===== src/rtl/fir_mac_filter.sv =====
// Time-multiplexed FIR: one signed multiply per clock over a circular sample buffer, run-time loadable coefficients.
// Latency: result (y_out, y_scaled_out, sat_out) and y_valid_out appear TAPS+1 edges after the accepting ready_in edge.
// Backpressure: none; ready_in outside IDLE is dropped with an overrun_out pulse, illegal coefficient writes pulse coeff_err_out.
module fir_mac_filter #(
  parameter int TAPS       = 31,
  parameter int DATA_W     = 8,
  parameter int COEFF_W    = 10,
  parameter int COEFF_FRAC = 10,
  parameter int ACC_W      = DATA_W + COEFF_W + $clog2(TAPS)
) (
  input  logic                      clk_in,
  input  logic                      rst_in,
  input  logic                      ready_in,
  input  logic signed [DATA_W-1:0]  x_in,
  input  logic                      coeff_we_in,
  input  logic [$clog2(TAPS)-1:0]   coeff_addr_in,
  input  logic signed [COEFF_W-1:0] coeff_data_in,
  output logic                      busy_out,
  output logic                      y_valid_out,
  output logic signed [ACC_W-1:0]   y_out,
  output logic signed [DATA_W-1:0]  y_scaled_out,
  output logic                      sat_out,
  output logic                      overrun_out,
  output logic                      coeff_err_out
);

  localparam int AW = $clog2(TAPS);
  localparam int PW = DATA_W + COEFF_W;
  localparam logic signed [ACC_W-1:0] SMAX = ACC_W'((2 ** (DATA_W - 1)) - 1);
  localparam logic signed [ACC_W-1:0] SMIN = ~SMAX;

  typedef enum logic [1:0] {IDLE, MAC, DONE} state_t;

  state_t                    state_q, state_d;
  logic signed [DATA_W-1:0]  buf_q   [TAPS];
  logic signed [COEFF_W-1:0] coeff_q [TAPS];
  logic signed [ACC_W-1:0]   acc_q;
  logic [AW-1:0]             wp_q;
  logic [AW-1:0]             newest_q;
  logic [AW-1:0]             k_q;
  logic signed [ACC_W-1:0]   y_q;
  logic signed [DATA_W-1:0]  ys_q;
  logic                      sat_q;
  logic                      yv_q;
  logic                      ovr_q;
  logic                      cerr_q;

  logic                      accept;
  logic                      mac_en;
  logic                      done;
  logic                      coeff_ok;
  logic [AW:0]               idx_w;
  logic [AW-1:0]             tap_idx;
  logic signed [PW-1:0]      prod;
  logic signed [ACC_W-1:0]   shifted;
  logic signed [DATA_W-1:0]  scaled_d;
  logic                      sat_d;

  // Coefficient writes are only legal while idle and in range; an idle write lands before a same-edge sample starts its MAC.
  assign coeff_ok = coeff_we_in && (state_q == IDLE) && ({1'b0, coeff_addr_in} < (AW+1)'(TAPS));

  // Walk backwards from the newest sample: tap k reads buffer[(newest - k) mod TAPS].
  always_comb begin
    idx_w = '0;
    if (newest_q >= k_q) idx_w = {1'b0, newest_q} - {1'b0, k_q};
    else                 idx_w = {1'b0, newest_q} + (AW+1)'(TAPS) - {1'b0, k_q};
  end
  assign tap_idx = idx_w[AW-1:0];
  assign prod    = buf_q[tap_idx] * coeff_q[k_q];

  // Arithmetic shift floors toward -inf, then clamp to the signed DATA_W range.
  assign shifted = acc_q >>> COEFF_FRAC;
  always_comb begin
    scaled_d = shifted[DATA_W-1:0];
    sat_d    = 1'b0;
    if (shifted > SMAX) begin
      scaled_d = SMAX[DATA_W-1:0];
      sat_d    = 1'b1;
    end else if (shifted < SMIN) begin
      scaled_d = SMIN[DATA_W-1:0];
      sat_d    = 1'b1;
    end
  end

  // Next-state and per-state control strobes.
  always_comb begin
    state_d = state_q;
    accept  = 1'b0;
    mac_en  = 1'b0;
    done    = 1'b0;
    case (state_q)
      IDLE: begin
        if (ready_in) begin
          accept  = 1'b1;
          state_d = MAC;
        end
      end
      MAC: begin
        mac_en = 1'b1;
        if (k_q == AW'(TAPS - 1)) state_d = DONE;
      end
      DONE: begin
        done    = 1'b1;
        state_d = IDLE;
      end
      default: state_d = IDLE;
    endcase
  end

  // State register.
  always_ff @(posedge clk_in or negedge rst_in) begin
    if (!rst_in) state_q <= IDLE;
    else         state_q <= state_d;
  end

  // Sample buffer, coefficients, accumulator and result registers; reset discards any partial sum.
  always_ff @(posedge clk_in or negedge rst_in) begin
    if (!rst_in) begin
      for (int i = 0; i < TAPS; i++) begin
        buf_q[i]   <= '0;
        coeff_q[i] <= '0;
      end
      acc_q    <= '0;
      wp_q     <= '0;
      newest_q <= '0;
      k_q      <= '0;
      y_q      <= '0;
      ys_q     <= '0;
      sat_q    <= 1'b0;
      yv_q     <= 1'b0;
      ovr_q    <= 1'b0;
      cerr_q   <= 1'b0;
    end else begin
      yv_q   <= done;
      ovr_q  <= ready_in && (state_q != IDLE);
      cerr_q <= coeff_we_in && !coeff_ok;
      if (coeff_ok) coeff_q[coeff_addr_in] <= coeff_data_in;
      if (accept) begin
        buf_q[wp_q] <= x_in;
        newest_q    <= wp_q;
        wp_q        <= (wp_q == AW'(TAPS - 1)) ? '0 : wp_q + 1'b1;
        acc_q       <= '0;
        k_q         <= '0;
      end
      if (mac_en) begin
        acc_q <= acc_q + {{(ACC_W-PW){prod[PW-1]}}, prod};
        k_q   <= k_q + 1'b1;
      end
      if (done) begin
        y_q   <= acc_q;
        ys_q  <= scaled_d;
        sat_q <= sat_d;
      end
    end
  end

  assign busy_out      = (state_q != IDLE);
  assign y_valid_out   = yv_q;
  assign y_out         = y_q;
  assign y_scaled_out  = ys_q;
  assign sat_out       = sat_q;
  assign overrun_out   = ovr_q;
  assign coeff_err_out = cerr_q;

endmodule


===== config.mk =====
export PLATFORM = sky130hd
export DESIGN_NAME = fir_mac_filter
export DESIGN_NICKNAME = d
export VERILOG_FILES = /design/src/rtl/fir_mac_filter.sv
export SDC_FILE = /design/constraint.sdc
export NUM_CORES = 1
export LEC_CHECK = 0
export BUFFER_PORTS_ARGS = -buffer_cell sky130_fd_sc_hd__buf_2
export CORE_AREA = 2 2 364 366
export DETAILED_ROUTE_END_ITERATION = 10
export DIE_AREA = 0 0 366 368
export GPL_TIMING_DRIVEN = 0
export PLACE_DENSITY = 0.47
export REMOVE_ABC_BUFFERS = 1
export SYNTH_ARGS = -nofsm -noshare
export SYNTH_HDL_FRONTEND = slang
export SYNTH_SLANG_ARGS = --single-unit

===== constraint.sdc =====
create_clock -name clk_in -period 24.5 [get_ports clk_in]
set_clock_uncertainty 0.15 [all_clocks]
set_input_delay 0 -clock clk_in [delete_from_list [all_inputs] [get_ports clk_in]]
set_output_delay 0 -clock clk_in [all_outputs]
set_load 0.02 [all_outputs]

==> reports/qor.yml, run 1 <==
ant_nets: 0
tns_ns: 0
clock_sinks: 633
cp_data_arrival_time_ns: 12.62
gp_congestion: 0.743
synth_seq_area_share_pct: 48.6
cp_num_buf_inv: 6
drc: 0
synthArstFlopShare_pct: 100
hold_ws_ns: 0.0915
grt_usage_pct: 12.8
grt_max_degree: 111
antenna_found_initial: 2
hold_viol: 0
die_area_mm2: 0.135
core_area_mm2: 0.131
routed.top_layer: "met4"
maxSlewViolCount: 0
place_hpwl_um: 54900
run_status: "finished, final reports clean"
drt_iter0_markers: 1057
critical_path.top_delay_family: "compound AO/OA/AOI/OAI gates"
port_buffers: 62
layout.nets: 2702
m1WireLength_um: 40800
clkSlewWorstSetupHoldPaths_ns: 0.06
yosysWarnings: 0
rsz0062_at_grt: "false"
dr.pass1.iters: 5
final_common_cell: "dfrtp_1"
synth_area_leaders: "dfrtp_1 49%, mux2_2 19%, mux4_2 6.2%, fa_1 4.4%, ha_1 2.5%"
netlist_instances: 2504
cp_slowest_cell: "clkinv_1"
cp_max_fo: 23
grt_first_pass_wirelength_um: 134000
via_per_inst: 4.69
die_w_um: 366
cts-root-buf: "clkbuf_16"
synth_area_mm2: 0.0326
avgSynthCellArea_um2: 13.0
max_freq_mhz: 81.8
fin_crit_sh_pct: 49.9
die_height_um: 368
synth_top_area_cell: "dfrtp_1"
startpoint_type: "register"
wl_met3_um: 3250
pin_count: 63
layout-drive-gt1-share_pct: 34.5
cts_tree: "done"
clock_tree.buffer_depth: 3
area_delta_synth_final_pct: 15.8
min-delay-path-class: "in2reg"
cp-end-kind: "register"
wirelength_um: 85500
final_cell_mix: "631 x dfrtp_1, 558 x mux2_2, 174 x nand2_1"
insertion_delay_ns: 0.64
htree_levels: 3
critPathKind: "reg2reg"
wl_met2_um: 39700
vias: 20415
crit_path_frequent_cell: "fa_1"
period_needed_ns: 12.23
yosysTopAreaCellShare_pct: 48.6
num_rows: 133
cpPeakStageDelay_ns: 0.99
wire_per_inst_um: 19.7
max_cap_viol_count: 0
cts_inserted_buffers: 77
reg2reg_slack_ns: 12.27
synth_edf_count: 0
grt_pass1_vias: 21345
start_util_pct: 24.9
finalSetupViolCount: 0
relSlewSlack_pct: 6.22
cts_resized: 0
yosys.cell_types.count: 83
ys_ff_latch: 633
grt_overflow: 0
worstPathRequired_ns: 24.89
synth_flop_cell: "dfrtp_1"
worst_slew_pin_slew_ns: 1.40
-- kinds of logic after synthesis --
group	after synthesis	share of synthesized area, %
buf+inv	263	3.36
xor+xnor	42	1.24
simple gates	425	6.30
flops	633	48.6
mux	664	26.0
fa+ha+maj	137	6.90
compound gates	340	7.53
-- metal layers --
metal | vias to the layer above | global-route usage, %
li1 | 9235 | -
met1 | 10753 | 17.8
met2 | 320 | 20.6
met3 | 107 | 2.23
met4 | 0 | 2.94
met5 | - | 0
-- metrics by stage --
stage               setup slack, ns  std cells  util (%)  instance area (um^2)
floorplan                     11.50       2351         -                 31900
global placement               4.83       4168      26.3                 34400
detailed placement            11.87       4185      26.7                 34900
CTS                           11.77       4347      28.8                 37700
global route                  11.38       4348      28.8                 37700
finish                        12.27       4350      28.8                 37700
-- synthesized netlist by cell type (all sizes together) (5+ instances only) --
master / n
o21a: 11
mux4: 90
and2: 8
a21o: 15
nand2b: 6
o32a: 8
o221ai: 35
inv: 109
a22o: 5
nand2: 175
dfrtp: 633
a31oi: 8
a222oi: 8
nand3: 36
nor3: 54
xor2: 16
o22a: 8
clkbuf: 97
nor2: 60
mux2: 559
o22ai: 92
o21bai: 6
ha: 66
mux2i: 15
and3: 12
or3: 15
nor3b: 13
nor4: 7
fa: 71
buf: 56
nor2b: 8
a21oi: 33
nand3b: 10
xnor2: 26
o21ai: 69
a211oi: 9
-- sequential cells by signal (all words and copies together), names as in the netlist --
name / cells
sat_out: 1
y_out: 23
y_scaled_out: 8
wp_q: 5
k_q: 5
y_valid_out: 1
state_q: 2
overrun_out: 1
newest_q: 5
buf_q: 248
coeff_q: 310
coeff_err_out: 1
acc_q: 23
-- layout make-up --
cell class              count  area [um^2]
diodes                      2         5.00
clock buffers             111         2260
clock inverters            23          249
fillers                 13487        93100
inverters                 110          413
multi-input cells        1608        15700
flip-flops and latches    633        15800
well taps                1755         2200
repair buffers            108         1050
-- what timing repair did --
action	in CTS	in global routing
hold buffers	28	0
buffers inserted	0	0
endpoints found under the hold margin	922	0
-- tightest hold or removal path: cells and delay by family --
kind | cells | cell delay (ns)
compound gates | 1 | 0.07
simple gates | 1 | 0.07
buf+inv | 2 | 0.69
-- path summary, 6_finish.rpt --
kind / startpoint / endpoint / cells past startpoint
hold / removal: coeff_addr_in[1] / coeff_err_out / 4
setup reg to reg: k_q[3] / acc_q[22] / 33
min in group asynchronous: rst_in / coeff_q[121] / 4
setup / recovery: k_q[3] / acc_q[22] / 33
hold reg to reg: y_out[3] / y_out[3] / 2
max in group asynchronous: rst_in / buf_q[209] / 5
Power of run 1 is not shown: default switching activity piles up to over one toggle a cycle in this logic, so the estimate is an artifact.
==> run 2, diff against run 1 <==
==> constraint.sdc (replaced) <==
create_clock -name clk_in -period 11.44 [get_ports clk_in]
set_clock_uncertainty 0.15 [all_clocks]
set_input_delay 0 -clock clk_in [delete_from_list [all_inputs] [get_ports clk_in]]
set_output_delay 0 -clock clk_in [all_outputs]
set_load 0.02 [all_outputs]
==> run 2 against run 1 <==
Effect of this change:
- hold slack better by 0.0043 ns
- fmax increased by 13%
- cell count about the same
- die area unchanged
- first-iteration DRC count decreased by 6.1%
- critical path type unchanged
- highest routed layer unchanged
==> reports/qor.yml, run 2 (synthesis results as in run 1) <==
routed.top_layer: "met4"
die_w_um: 366  # unchanged
critPathLaunch: "k_q[0]"
cp_slowest_cell: "fa_1"
final_common_cell: "dfrtp_1"
run_status: "finished, final reports clean"
finalSetupViolCount: 0  # unchanged
vias: 20569  # +0.75%
dr.pass1.iters: 5  # unchanged
fin_crit_sh_pct: 94.8  # +45 points
min-delay-path-class: "in2reg"
crit_path_frequent_cell: "fa_1"
core_area_mm2: 0.131  # unchanged
r2r_start: "k_q[0]"
wirelength_um: 86700  # +1.4%
gp_congestion: 0.743  # unchanged
cp-end-kind: "register"
period_needed_ns: 10.85  # -1.38 ns
layout-drive-gt1-share_pct: 34.9  # +0.42 points
largest_register_ff_count: 310  # unchanged
dp_cells: 4185  # unchanged
place_hpwl_um: 54900  # unchanged
worstPathRequired_ns: 11.82  # -13.07 ns
area.sequential_mm2: 0.0159  # about the same
grt_usage_pct: 12.8  # about the same
via_per_inst: 4.73  # +0.68%
r2r_cells: 32  # -3.0%
startpoint_type: "register"
relSlewSlack_pct: 6.05  # -0.17 points
cts-root-buf: "clkbuf_16"
area_delta_synth_final_pct: 16.1
clock_tree.buffer_depth: 3  # unchanged
pin_count: 63  # unchanged
antenna_found_initial: 2  # unchanged
multi_input_area_mm2: 0.0158  # +0.33%
rsz0062_at_grt: "false"
insertion_delay_ns: 0.64  # about the same
hold_end: "coeff_err_out"
grt_pass1_vias: 21366  # +0.098%
drc: 0  # unchanged
wl_met3_um: 3410  # +4.8%
port_buffers: 62  # unchanged
fillers: 13486  # -0.0074%
grt_overflow: 0  # unchanged
start_util_pct: 24.9  # unchanged
max_freq_mhz: 92.2  # +13%
cpPeakStageDelay_ns: 0.88  # -0.11 ns
cp_data_arrival_time_ns: 11.23  # -1.39 ns
fin_cells: 4353  # +0.069%
htree_levels: 3  # unchanged
ant_nets: 0  # unchanged
grt_first_pass_wirelength_um: 135000  # about the same
clkSlewWorstSetupHoldPaths_ns: 0.06  # about the same
top_register: "coeff_q"
wire_per_inst_um: 19.9  # +1.4%
hold_viol: 0  # unchanged
wl_met2_um: 40200  # +1.2%
drt_iter0_markers: 992  # -6.1%
critPathKind: "reg2reg"
num_rows: 133  # unchanged
die_height_um: 368  # unchanged
maxSlewViolCount: 0  # unchanged
grt_max_degree: 111  # unchanged
cts_inserted_buffers: 77  # unchanged
m1WireLength_um: 41400  # +1.4%
max_cap_viol_count: 0  # unchanged
layout.nets: 2705  # +0.11%
hold_path_startpoint: "coeff_addr_in[1]"
cp_max_fo: 33  # +43%
clock_sinks: 633  # unchanged
worst_slew_pin_slew_ns: 1.40  # +0.00256 ns
reg2reg_slack_ns: 0.59  # -11.68 ns
reg_top3: "coeff_q (310), buf_q (248)"
reg2reg_to: "acc_q[22]"
worstHoldPathCells: 4  # unchanged
die_area_mm2: 0.135  # unchanged
cts_tree: "done"
final_cell_mix: "629 x dfrtp_1, 558 x mux2_2, 174 x nand2_1"
run 2: timing repair:
item	4_1_cts	5_1_grt
pin swaps	1	1
endpoints found under the setup margin	9	4
hold buffers	28	0
endpoints found under the hold margin	922	0
buffers inserted	2	1
cloned	0	1
resized for setup	6	7
run 2: layout make-up:
type | count | share of cell area (%)
antenna | 2 | 0.0132
clock buffer | 111 | 5.97
clock inverter | 23 | 0.659
inverter | 110 | 1.11
multi-input combinational | 1609 | 41.7
sequential | 633 | 41.9
tap | 1755 | 5.81
timing repair buffer | 110 | 2.83
run 2: worst max-delay path, delay by kind of cell, from the launching register on:
kind | cells | cell delay (ns)
adders and majority gates | 8 | 3.94
DFF | 1 | 0.70
xor gates and xnor gates | 1 | 0.17
and+or+nand+nor | 7 | 2.00
buffers and inverters | 6 | 0.77
AOI/OAI and AO/OA | 10 | 2.94
run 2: per-stage QoR:
stage / util, % / hold slack (ns) / worst slack [ns] / area [um^2] / setup TNS, ns
after floorplan: - / -0.446 / -1.56 / 31900 / -13.11
after global placement: 26.3 / 0.143 / -8.23 / 34400 / -2697.57
after detailed placement: 26.7 / -0.151 / -1.19 / 34900 / -4.70
after CTS: 28.9 / 0.0377 / 0.0407 / 37700 / 0
after global routing: 28.9 / 0.101 / 0.0528 / 37800 / 0
final: 28.9 / 0.0958 / 0.591 / 37800 / 0
run 2: how the worst max path moves through the flow:
stage                      endpoint  slack [ns]  depth (start not counted)
after floorplan           acc_q[22]       -1.56                         31
after global placement    acc_q[22]       -8.23                         32
after detailed placement  acc_q[22]       -1.19                         33
after CTS                 acc_q[22]        0.04                         32
after global routing      acc_q[22]        0.05                         32
final                     acc_q[22]        0.59                         32
run 2: layer usage:
metal,GRT usage [%],up-vias
met1,17.8,10885
met4,2.94,0
met3,2.23,105
li1,-,9247
met5,0,-
met2,20.6,332
Power of run 2 is left out for the same reason.
==> run 3, diff against run 2 <==
--- a/config.mk
+++ b/config.mk
@@ -7,6 +7,7 @@
 export LEC_CHECK = 0
 export BUFFER_PORTS_ARGS = -buffer_cell sky130_fd_sc_hd__buf_2
 export CORE_AREA = 2 2 364 366
+export CTS_BUF_LIST = sky130_fd_sc_hd__clkbuf_4 sky130_fd_sc_hd__clkbuf_8
 export DETAILED_ROUTE_END_ITERATION = 10
 export DIE_AREA = 0 0 366 368
 export GPL_TIMING_DRIVEN = 0
==> run 3 against run 2 <==
Effect of this change:
- first-iteration DRC count decreased by 1.4%
- fmax increased by 1.3%
- cell count increased by 1.8%
- setup slack improved by 0.14 ns
- cell area increased by 0.22%
- routed wire length increased by 0.20%
- via count increased by 1.2%
==> reports/qor.yml, run 3 (synthesis results as in run 1) <==
run_status: "finished, final reports clean"
clock_tree.buffer_depth: 3  # unchanged
area_delta_synth_final_pct: 16.3
die_height_um: 368  # unchanged
grt_pass1_vias: 21835  # +2.2%
die_area_mm2: 0.135  # unchanged
final_common_cell: "dfrtp_1"
largest_register_ff_count: 310  # unchanged
placed_area_mm2: 0.0349  # unchanged
cp_slowest_cell: "a211oi_4"
core_area_mm2: 0.131  # unchanged
relSlewSlack_pct: 5.46  # -0.59 points
clock_sinks: 633  # unchanged
area.sequential_mm2: 0.0159  # unchanged
num_rows: 133  # unchanged
layout-drive-gt1-share_pct: 37.3  # +2.4 points
wire_per_inst_um: 19.6  # -1.6%
via_per_inst: 4.70  # -0.62%
worst_slew_pin_slew_ns: 1.41  # +0.00879 ns
worstPathRequired_ns: 11.91  # +0.09 ns
start_util_pct: 24.9  # unchanged
hold_viol: 0  # unchanged
max_cap_viol_count: 0  # unchanged
finalSetupViolCount: 0  # unchanged
rsz0062_at_grt: "false"
multi_input_area_mm2: 0.0158  # about the same
fin_crit_sh_pct: 93.6  # -1.2 points
port_buffers: 62  # unchanged
crit_path_frequent_cell: "fa_1"
place_hpwl_um: 54900  # unchanged
post-route-cell-area_mm2: 0.0379  # +0.22%
insertion_delay_ns: 0.76  # +0.12 ns
maxSlewViolCount: 0  # unchanged
dr.pass1.iters: 5  # unchanged
fillers: 13524  # +0.28%
cts_tree: "done"
min-delay-path-class: "in2async"
max_freq_mhz: 93.4  # +1.3%
pin_count: 63  # unchanged
cts_inserted_buffers: 113  # +47%
clkSlewWorstSetupHoldPaths_ns: 0.06  # about the same
critPathKind: "reg2reg"
cp-end-kind: "register"
grt_usage_pct: 12.8  # +0.041 points
wirelength_um: 86900  # +0.20%
cp_data_arrival_time_ns: 11.18  # -0.05 ns
grt_first_pass_wirelength_um: 136000  # +0.76%
cts-root-buf: "clkbuf_8"
vias: 20807  # +1.2%
grt_overflow: 0  # unchanged
gp_congestion: 0.743  # unchanged
grt_max_degree: 111  # unchanged
ant_nets: 0  # unchanged
drc: 0  # unchanged
layout.nets: 2750  # +1.7%
drt_iter0_markers: 978  # -1.4%
cpPeakStageDelay_ns: 0.78  # -0.10 ns
period_needed_ns: 10.71  # -0.137 ns
final_cell_mix: "629 x dfrtp_1, 558 x mux2_2, 174 x nand2_1"
antenna_found_initial: 0  # -2
top_register: "coeff_q"
cp_max_fo: 29  # -12%
htree_levels: 3  # unchanged
die_w_um: 366  # unchanged
startpoint_type: "register"
reg_top3: "coeff_q (310), buf_q (248)"
-- run 3: cell types whose count changed in the layout (fill, tap and decap cells not counted), moves of 2 or more --
cell and delta:
clkbuf_8 +131, clkbuf_16 -78, clkbuf_4 +42, clkbuf_1 -15, clkinv_2 -6, buf_4 +5
dlygate4sd3_1 +3, inv_6 -2
-- run 3: critical path: cells and delay by family (launching register included) --
kind / cells / cell delay [ns]
AO/OA/AOI/OAI: 13 / 3.84
XOR/XNOR: 1 / 0.17
adder cells (fa/ha/maj): 7 / 3.39
buffers and inverters: 4 / 0.41
flip-flops: 1 / 0.65
AND/OR/NAND/NOR: 8 / 1.93
-- run 3: cell type report --
class | instances | share of cell area, %
inverters | 110 | 1.11
clock buffers | 191 | 6.25
well taps | 1755 | 5.80
flip-flops and latches | 633 | 41.8
multi-input cells | 1609 | 41.6
diodes | 1 | 0.00661
repair buffers | 119 | 3.06
clock inverters | 13 | 0.347
-- run 3: timing repair --
item / in CTS / in global routing
cloned: 0 / 1
endpoints found under the hold margin: 929 / 0
pin swaps: 1 / 1
hold buffers: 31 / 0
gates resized for setup: 7 / 6
buffers inserted: 2 / 7
endpoints found under the setup margin: 9 / 3
-- run 3: final timing paths --
kind                       startpoint      endpoint  slack [ns]  cells after the start
max in group asynchronous      rst_in    buf_q[158]        9.85                      5
setup reg to reg               k_q[0]     acc_q[22]        0.73                     33
min in group clk_in          y_out[7]      y_out[7]        0.32                      2
hold / removal                 rst_in  coeff_q[121]        0.30                      4
hold reg to reg              y_out[7]      y_out[7]        0.32                      2
setup / recovery               k_q[0]     acc_q[22]        0.73                     33
-- run 3: through the flow --
stage / setup slack, ns / cells / setup TNS [ns] / utilization [%] / hold slack [ns]
final: 0.728 / 4431 / 0 / 29.0 / 0.300
after global routing: 0.141 / 4430 / 0 / 29.0 / 0.305
after CTS: 0.101 / 4422 / 0 / 28.9 / 0.238
after detailed placement: -1.19 / 4185 / -4.70 / 26.7 / -0.151
after global placement: -8.23 / 4168 / -2697.57 / 26.3 / 0.143
after floorplan: -1.56 / 2351 / -13.11 / - / -0.446
-- run 3: routing by layer --
layer	track usage (%)	vias to the layer above	part of all wire (%)
met2	20.9	343	47
met5	0	-	0
li1	-	9355	-
met1	17.6	10987	47
met3	2.11	122	3.8
met4	3.32	0	2.0
Power of run 3 is left out for the same reason.
